==> src/rtl/smoldvi_link_ctrl.sv <==
// smoldvi_link_ctrl
// -----------------
// Brings a DVI/TMDS link up and keeps it up. The gearbox is held in reset,
// released and given time to fill, then the controller waits for the start
// of a frame before letting video through. A reported lane phase error sends
// the link back through reset/settle, up to MAX_RETRIES times, after which
// the controller parks in FAULT until the link is dropped.
//
// Ports
//   clk          rising-edge clock for all logic
//   rst          synchronous, active-high reset
//   en           level, link requested up
//   frame_start  single-cycle pulse at the first pixel of a frame
//   phase_err    single-cycle pulse from the lane checker (slip/corruption)
//   gb_rst_n     active-low reset to the gearbox (both of its domains)
//   ser_en       serializer output enable
//   force_blank  replace video with blanking/control symbols
//   link_up      link trained and passing video
//   fault        retries exhausted
//   retry_count  retrains since the link last left IDLE (saturating)

module smoldvi_link_ctrl #(
    parameter int RESET_CYCLES  = 16,
    parameter int SETTLE_CYCLES = 64,
    parameter int MAX_RETRIES   = 3
) (
    input  logic                             clk,
    input  logic                             rst,
    input  logic                             en,
    input  logic                             frame_start,
    input  logic                             phase_err,
    output logic                             gb_rst_n,
    output logic                             ser_en,
    output logic                             force_blank,
    output logic                             link_up,
    output logic                             fault,
    output logic [$clog2(MAX_RETRIES+1)-1:0] retry_count
);

    localparam int RW = $clog2(MAX_RETRIES + 1);

    // The counter is loaded with length-1 on entry and the state is left on
    // the cycle it reads zero, so each timed state lasts exactly its length.
    localparam logic [7:0] HOLD_LOAD   = 8'(RESET_CYCLES - 1);
    localparam logic [7:0] SETTLE_LOAD = 8'(SETTLE_CYCLES - 1);
    localparam logic [RW-1:0] RETRY_MAX = RW'(MAX_RETRIES);

    typedef enum logic [2:0] {
        IDLE,
        HOLD,
        SETTLE,
        WAIT_FRAME,
        ACTIVE,
        FAULT
    } state_t;

    state_t          state;
    state_t          next_state;
    logic [7:0]      cnt;
    logic [7:0]      next_cnt;
    logic [RW-1:0]   next_retry;

    logic next_gb_rst_n;
    logic next_ser_en;
    logic next_force_blank;
    logic next_link_up;
    logic next_fault;

    // Next-state, counter and retry logic. Dropping en overrides every
    // per-state decision below it; a phase error only counts in WAIT_FRAME
    // and ACTIVE, and beats a coincident frame_start.
    always_comb begin
        next_state = state;
        next_cnt   = cnt;
        next_retry = retry_count;

        case (state)
            IDLE: begin
                if (en) begin
                    next_state = HOLD;
                    next_cnt   = HOLD_LOAD;
                end
            end
            HOLD: begin
                if (cnt == 8'd0) begin
                    next_state = SETTLE;
                    next_cnt   = SETTLE_LOAD;
                end else begin
                    next_cnt = cnt - 8'd1;
                end
            end
            SETTLE: begin
                if (cnt == 8'd0) begin
                    next_state = WAIT_FRAME;
                end else begin
                    next_cnt = cnt - 8'd1;
                end
            end
            WAIT_FRAME, ACTIVE: begin
                if (phase_err) begin
                    if (retry_count < RETRY_MAX) begin
                        next_retry = retry_count + RW'(1);
                        next_state = HOLD;
                        next_cnt   = HOLD_LOAD;
                    end else begin
                        next_state = FAULT;
                    end
                end else if (state == WAIT_FRAME && frame_start) begin
                    next_state = ACTIVE;
                end
            end
            FAULT: begin
                next_state = FAULT;
            end
            default: begin
                next_state = IDLE;
            end
        endcase

        if (!en) begin
            next_state = IDLE;
        end

        // retry_count reads zero whenever the FSM sits in IDLE.
        if (next_state == IDLE) begin
            next_retry = '0;
        end
    end

    // Outputs are decoded from the next state and registered alongside the
    // state, so they are flop outputs yet change in the same cycle as state.
    always_comb begin
        next_gb_rst_n    = 1'b0;
        next_ser_en      = 1'b0;
        next_force_blank = 1'b1;
        next_link_up     = 1'b0;
        next_fault       = 1'b0;

        case (next_state)
            SETTLE, WAIT_FRAME: begin
                next_gb_rst_n = 1'b1;
                next_ser_en   = 1'b1;
            end
            ACTIVE: begin
                next_gb_rst_n    = 1'b1;
                next_ser_en      = 1'b1;
                next_force_blank = 1'b0;
                next_link_up     = 1'b1;
            end
            FAULT: begin
                next_fault = 1'b1;
            end
            default: begin
                next_gb_rst_n = 1'b0;
            end
        endcase
    end

    always_ff @(posedge clk) begin
        if (rst) begin
            state       <= IDLE;
            cnt         <= 8'd0;
            retry_count <= '0;
            gb_rst_n    <= 1'b0;
            ser_en      <= 1'b0;
            force_blank <= 1'b1;
            link_up     <= 1'b0;
            fault       <= 1'b0;
        end else begin
            state       <= next_state;
            cnt         <= next_cnt;
            retry_count <= next_retry;
            gb_rst_n    <= next_gb_rst_n;
            ser_en      <= next_ser_en;
            force_blank <= next_force_blank;
            link_up     <= next_link_up;
            fault       <= next_fault;
        end
    end

endmodule

==> config.mk <==
export PLATFORM = sky130hd
export DESIGN_NAME = smoldvi_link_ctrl
export DESIGN_NICKNAME = d
export VERILOG_FILES = /design/src/rtl/smoldvi_link_ctrl.sv
export SDC_FILE = /design/constraint.sdc
export NUM_CORES = 1
export LEC_CHECK = 0
export BUFFER_PORTS_ARGS = -buffer_cell sky130_fd_sc_hd__buf_4
export CAP_MARGIN = 15
export CORE_ASPECT_RATIO = 2
export CORE_MARGIN = 4
export CORE_UTILIZATION = 32
export DETAILED_ROUTE_END_ITERATION = 7
export GPL_TIMING_DRIVEN = 0
export HOLD_SLACK_MARGIN = 0.03
export PLACE_DENSITY = 0.6
export REMOVE_ABC_BUFFERS = 1
export SLEW_MARGIN = 20
export SYNTH_ARGS = -nofsm -noshare
export SYNTH_HDL_FRONTEND = slang
export SYNTH_SLANG_ARGS = --single-unit
==> constraint.sdc <==
create_clock -name clk -period 2.9 [get_ports clk]
set_clock_uncertainty 0.05 [all_clocks]
set_input_delay 0.145 -clock clk [delete_from_list [all_inputs] [get_ports clk]]
set_output_delay 0.145 -clock clk [all_outputs]
set_load 0.1 [all_outputs]
==> flow_summary.toml, run 1 <==
[status]
status = "completed"

[routing]
drc = 0
drt_wl_total_mm = 1.98
wl_per_cell_um = 13.3
dr.pass1.iters = 4
vias_per_cell = 5.51
drt_iter0_drc = 14
num_vias = 821
ant_nets = 0

[critical_path]
startpoint_type = "register"
critPathCaptureType = "register"
timing.critical_path.mode_cell = "a311oi_1"
cpLargestDelayFamily = "compound AO/OA/AOI/OAI gates"
path_class = "reg -> reg"
critPathRequiredTime_ns = 2.94
crit_path_max_fanout = 7
crit_slowest_cell = "a311oi_1"
worstPathCellList = "inv_1, ha_1, nor4b_4, a311oi_1, nand2b_1, a21oi_1, a311oi_1"
cp_data_arrival_time_ns = 2.22
path_buf_inv = 1
slowest_delay_ns = 0.71

[synthesis]
netlist_top_cells_area = "dfxtp_1, a21oi_1, a311oi_1"
synthArstFlopShare = 0
synth_edf_count = 0
seq_area_frac_synth = 0.358
yosys_warnings = 0
synth_top_cells_by_count = "dfxtp_1, a21oi_1, nor2_1"
synth_largest_area_cell = "dfxtp_1"
synthDominantCellAreaShare = 0.358
synth.distinct_cells = 37
synth_ff_type = "dfxtp_1"
synthCells = 110
synth_area_um2 = 950
yosysMostFrequentCell = "dfxtp_1"
syn_avg_cell_area_um2 = 8.63
synth-seq-cells = 17

[sta]
clock.fmax_mhz = 458
slew_viol_final = 0
tightest_slew_ns = 0.880
grt_setup_unrepaired = "false"
setup_viol = 0
period_share = 0.752
relSlewSlack = 0.409
hold_viol = 0
period_minus_slack_ns = 2.18
finalSetupTns_ns = 0

[clock_tree]
clkSlewWorstSetupHoldPaths_ns = 0.06
cts_setup_buffers = 0
root_buffer = "clkbuf_8"
ctsHoldBuffers = 0
cts_tree = "done"
worstSkewPairLatency_ns = 0.25
clockBufferDepth = 2
post_cts_resized = 0
clock-sinks = 17
numCtsBuffers = 3
htreeDepth = 1

[grt]
gr-usage-all-layers = 0.117
grt_max_degree = 15
antenna_found_initial = 0
grt-ovfl-total = 0
grt_pass1_vias = 827
grt_pass1_wl_mm = 3.58

[cells_and_area]
multi_input_area_um2 = 547
fill_cells = 281
final_cell_area_um2 = 1080
synthToLayoutAreaGrowth_pct = 13.8
regArea_um2 = 340
drive_above_1_share = 0.175
diodes = 0
final_nets = 128

[power_and_ir_drop]
pwr_density_cell_nw_per_um2 = 477
vdd_drop_max_uv = 327
p_leak_nw = 0.422

[die]
die_w_um = 46.5
rows = 27
core-area_um2 = 2800
dieArea_um2 = 3960
initial_utilization = 0.339
die_h_um = 85.0
io_pins = 12

[placed_design]
dp_hpwl_mm = 1.55
place_area_um2 = 1040
io_buffers = 11
gp_congestion = 0.835

[flow_run]
cap_violations = 0

[hold_path]
hold_path_class = "in -> reg"
==> layer usage <==
layer	share of wire	up-vias	GRT usage
li1	-	415	-
met3	0.044	2	0.0191
met1	0.41	386	0.145
met4	0.013	0	0.0440
met5	0	-	0
met2	0.54	18	0.192
==> path summary, 6_finish.rpt <==
check | start | endpoint | slack, ns | cells past startpoint
setup / recovery | cnt[0] | cnt[3] | 0.72 | 7
hold / removal | rst | state[0] | 0.08 | 2
setup reg to reg | cnt[0] | cnt[3] | 0.72 | 7
hold reg to reg | cnt[7] | cnt[7] | 0.45 | 2
==> layout make-up <==
cell class	count	area share
sequential	17	0.315
inverter	8	0.0278
multi-input combinational	80	0.506
timing repair buffer	11	0.0764
tap	29	0.0336
clock buffer	4	0.0417
==> power breakdown <==
part           internal, W  switching (W)  total [W]
clock            0.0000974      0.0000758   0.000173
combinational    0.0000370      0.0000476  0.0000846
sequential        0.000243      0.0000143   0.000258
==> layout by cell type, fill, tap and decap left out, types with 3 or more instances in the layout <==
cell      instances
nor3_1            4
dfxtp_1          17
nand3_1           4
o21ai_0           5
buf_4            11
a21oi_1          10
nor2_1            9
inv_1             8
nand2_1           4
nand2b_1          4
and3_1            3
a311oi_1          4
clkbuf_8          3
==> state kept, by name, indices dropped and copies added (netlist names) <==
register,flops
cnt,8
fault,1
force_blank,1
link_up,1
retry_count,2
ser_en,1
state,3
==> through the flow <==
stage / power [W] / util / hold WS (ns) / worst slack [ns] / cells
after floorplan: 0.000323 / - / 0.164 / 0.540 / 105
after global placement: 0.000344 / 0.369 / 0.339 / 0.780 / 145
after detailed placement: 0.000348 / 0.369 / 0.344 / 0.698 / 145
after CTS: 0.000525 / 0.386 / 0.0731 / 0.657 / 149
after global routing: 0.000554 / 0.386 / 0.0791 / 0.521 / 149
final: 0.000515 / 0.386 / 0.0784 / 0.718 / 149
==> cell families after synthesis <==
| logic type | after synthesis | synth area share |
|---|---|---|
| and+or+nand+nor | 44 | 0.277 |
| muxes | 2 | 0.0211 |
| AOI/OAI and AO/OA | 30 | 0.233 |
| xor gates and xnor gates | 2 | 0.0184 |
| adders and majority gates | 2 | 0.0263 |
| buffers and inverters | 13 | 0.0659 |
| DFF | 17 | 0.358 |
Power figures use the tool's default switching activity.
==> inputs of run 2 (changes only) <==
- PLACE_DENSITY: 0.6 -> 0.62
- clock period: 2.9 -> 2 ns (I/O delays scaled with it)
==> run 2 against run 1 <==
  * Critical path depth up 1
  * Sequential power is 45% higher
  * Routed wire length is 6.9% higher
  * Design area is 8.7% higher
  * Via count up 3.4%
  * Utilization increased by 3.3 points
  * Final cell count grew 3.4%
  * Fmax is 12% higher
  * Register-to-register slack lost 0.67 ns
  * Largest cell class unchanged
  * Largest power group unchanged
==> flow_summary.toml, run 2 (synthesis gave the netlist of run 1 again) <==
[status]
status = "completed"

[cells_and_area]
layout_commonest_cell = "dfxtp_1"
largest_register_ffs = 8
top_regs = "cnt: 8 flops, state: 3 flops, retry_count: 2 flops"
layout_common_cells = "dfxtp_1, buf_4, nor2_1"
drive_above_1_share = 0.296
synthToLayoutAreaGrowth_pct = 23.7
regMostFlops = "cnt"
diodes = 0
utilization = 0.419
final_nets = 133

[die]
core-area_um2 = 2800
rows = 27
initial_utilization = 0.339
die_h_um = 85.0
io_pins = 12
die_w_um = 46.5
dieArea_um2 = 3960

[sta]
slew_viol_final = 0
clock.fmax_mhz = 511
period_minus_slack_ns = 1.96
setup_viol = 0
timing.hold.ws_ns = 0.106
relSlewSlack = 0.646
period_share = 0.978
grt_setup_unrepaired = "true"
hold_viol = 0
tightest_slew_ns = 0.530

[flow_run]
cap_violations = 0

[routing]
dr.pass1.iters = 4
vias_per_cell = 5.51
num_vias = 849
drc = 0
ant_nets = 0
wl_per_cell_um = 13.7
drt_wl_total_mm = 2.11
drt_iter0_drc = 5

[critical_path]
critPathRequiredTime_ns = 2.06
r2r_slack_ns = 0.04
crit_path_max_fanout = 7
critPathCaptureType = "register"
timing.rr.end = "cnt[3]"
path_class = "reg -> reg"
r2r-start = "cnt[1]"
cp_data_arrival_time_ns = 2.02
r2r.worst_path.cells = 8
startpoint_type = "register"

[grt]
gr-usage-all-layers = 0.115
grt-ovfl-total = 0
grt_pass1_wl_mm = 3.38
grt_pass1_vias = 803
antenna_found_initial = 0
grt_max_degree = 15

[clock_tree]
worstSkewPairLatency_ns = 0.25
numCtsBuffers = 3
htreeDepth = 1
clockBufferDepth = 2
clkSlewWorstSetupHoldPaths_ns = 0.07
clock-sinks = 17
root_buffer = "clkbuf_8"
cts_tree = "done"

[hold_path]
hold_path_depth = 3
holdCritStartpoint = "en"
worstHoldEndpoint = "state[0]"
hold_path_class = "in -> reg"

[placed_design]
gp_congestion = 0.784
io_buffers = 11
dp_hpwl_mm = 1.56

[power_and_ir_drop]
pwr_density_cell_nw_per_um2 = 667
vdd_drop_max_uv = 301
p_leak_nw = 0.464
==> run 2: per-stage QoR <==
step | cells | setup slack [ns] | power, W | TNS [ns] | instance area, µm²
final | 154 | 0.0442 | 0.000783 | 0 | 1170
after CTS | 151 | 0.00221 | 0.000775 | 0 | 1130
after global routing | 154 | -0.0479 | 0.000824 | -0.0901 | 1170
after detailed placement | 145 | -0.107 | 0.000504 | -0.358 | 1040
after global placement | 145 | -0.0877 | 0.000501 | -0.218 | 1040
after floorplan | 105 | -0.360 | 0.000469 | -2.23 | 917
==> run 2: power by group <==
part | internal [W] | total [W] | switching (W)
sequential | 0.000353 | 0.000375 | 0.0000221
combinational | 0.0000709 | 0.000149 | 0.0000777
clock | 0.000138 | 0.000260 | 0.000122
total | 0.000562 | 0.000783 | 0.000221
==> run 2: cell type report <==
class | instances | area [µm²]
Inverter | 8 | 30.0
Multi-Input combinational cell | 80 | 598
Sequential cell | 17 | 342
Fill cell | 283 | 1630
Clock inverter | 1 | 5.00
Tap cell | 29 | 36.3
Clock buffer | 3 | 41.3
Timing Repair Buffer | 16 | 123
==> run 2: worst max path at each step <==
stage,startpoint,endpoint,slack [ns],cells past startpoint
after global routing,cnt[1],cnt[3],-0.05,8
after detailed placement,cnt[0],ser_en,-0.11,7
after floorplan,retry_count[0],cnt[6],-0.36,6
after CTS,cnt[0],cnt[0],0.002,7
after global placement,cnt[0],ser_en,-0.09,7
final,cnt[1],cnt[3],0.04,8
==> run 2: timing repair <==
item | CTS | global route
gates resized for setup | 5 | 7
endpoints found under the hold margin | 1 | 0
pin swaps | 4 | 4
endpoints found under the setup margin | 6 | 7
cloned | 0 | 0
buffers inserted | 1 | 3
hold buffers | 1 | 0
==> run 2: per-layer routing <==
layer / track usage / vias to the layer above / part of all wire
met2: 0.200 / 13 / 0.54
met3: 0.0149 / 6 / 0.034
met4: 0.0777 / 0 / 0.037
li1: - / 426 / -
met5: 0 / - / 0
met1: 0.116 / 404 / 0.39
==> run 2: critical path, cell delays in order, from the launching register on <==
cell and delay (ns):
dfxtp_1 0.41, inv_1 0.09, ha_4 0.18, nor4b_4 0.14
buf_4 0.15, a311oi_2 0.44, nand2b_1 0.11, a21oi_1 0.17
a311oi_1 0.07
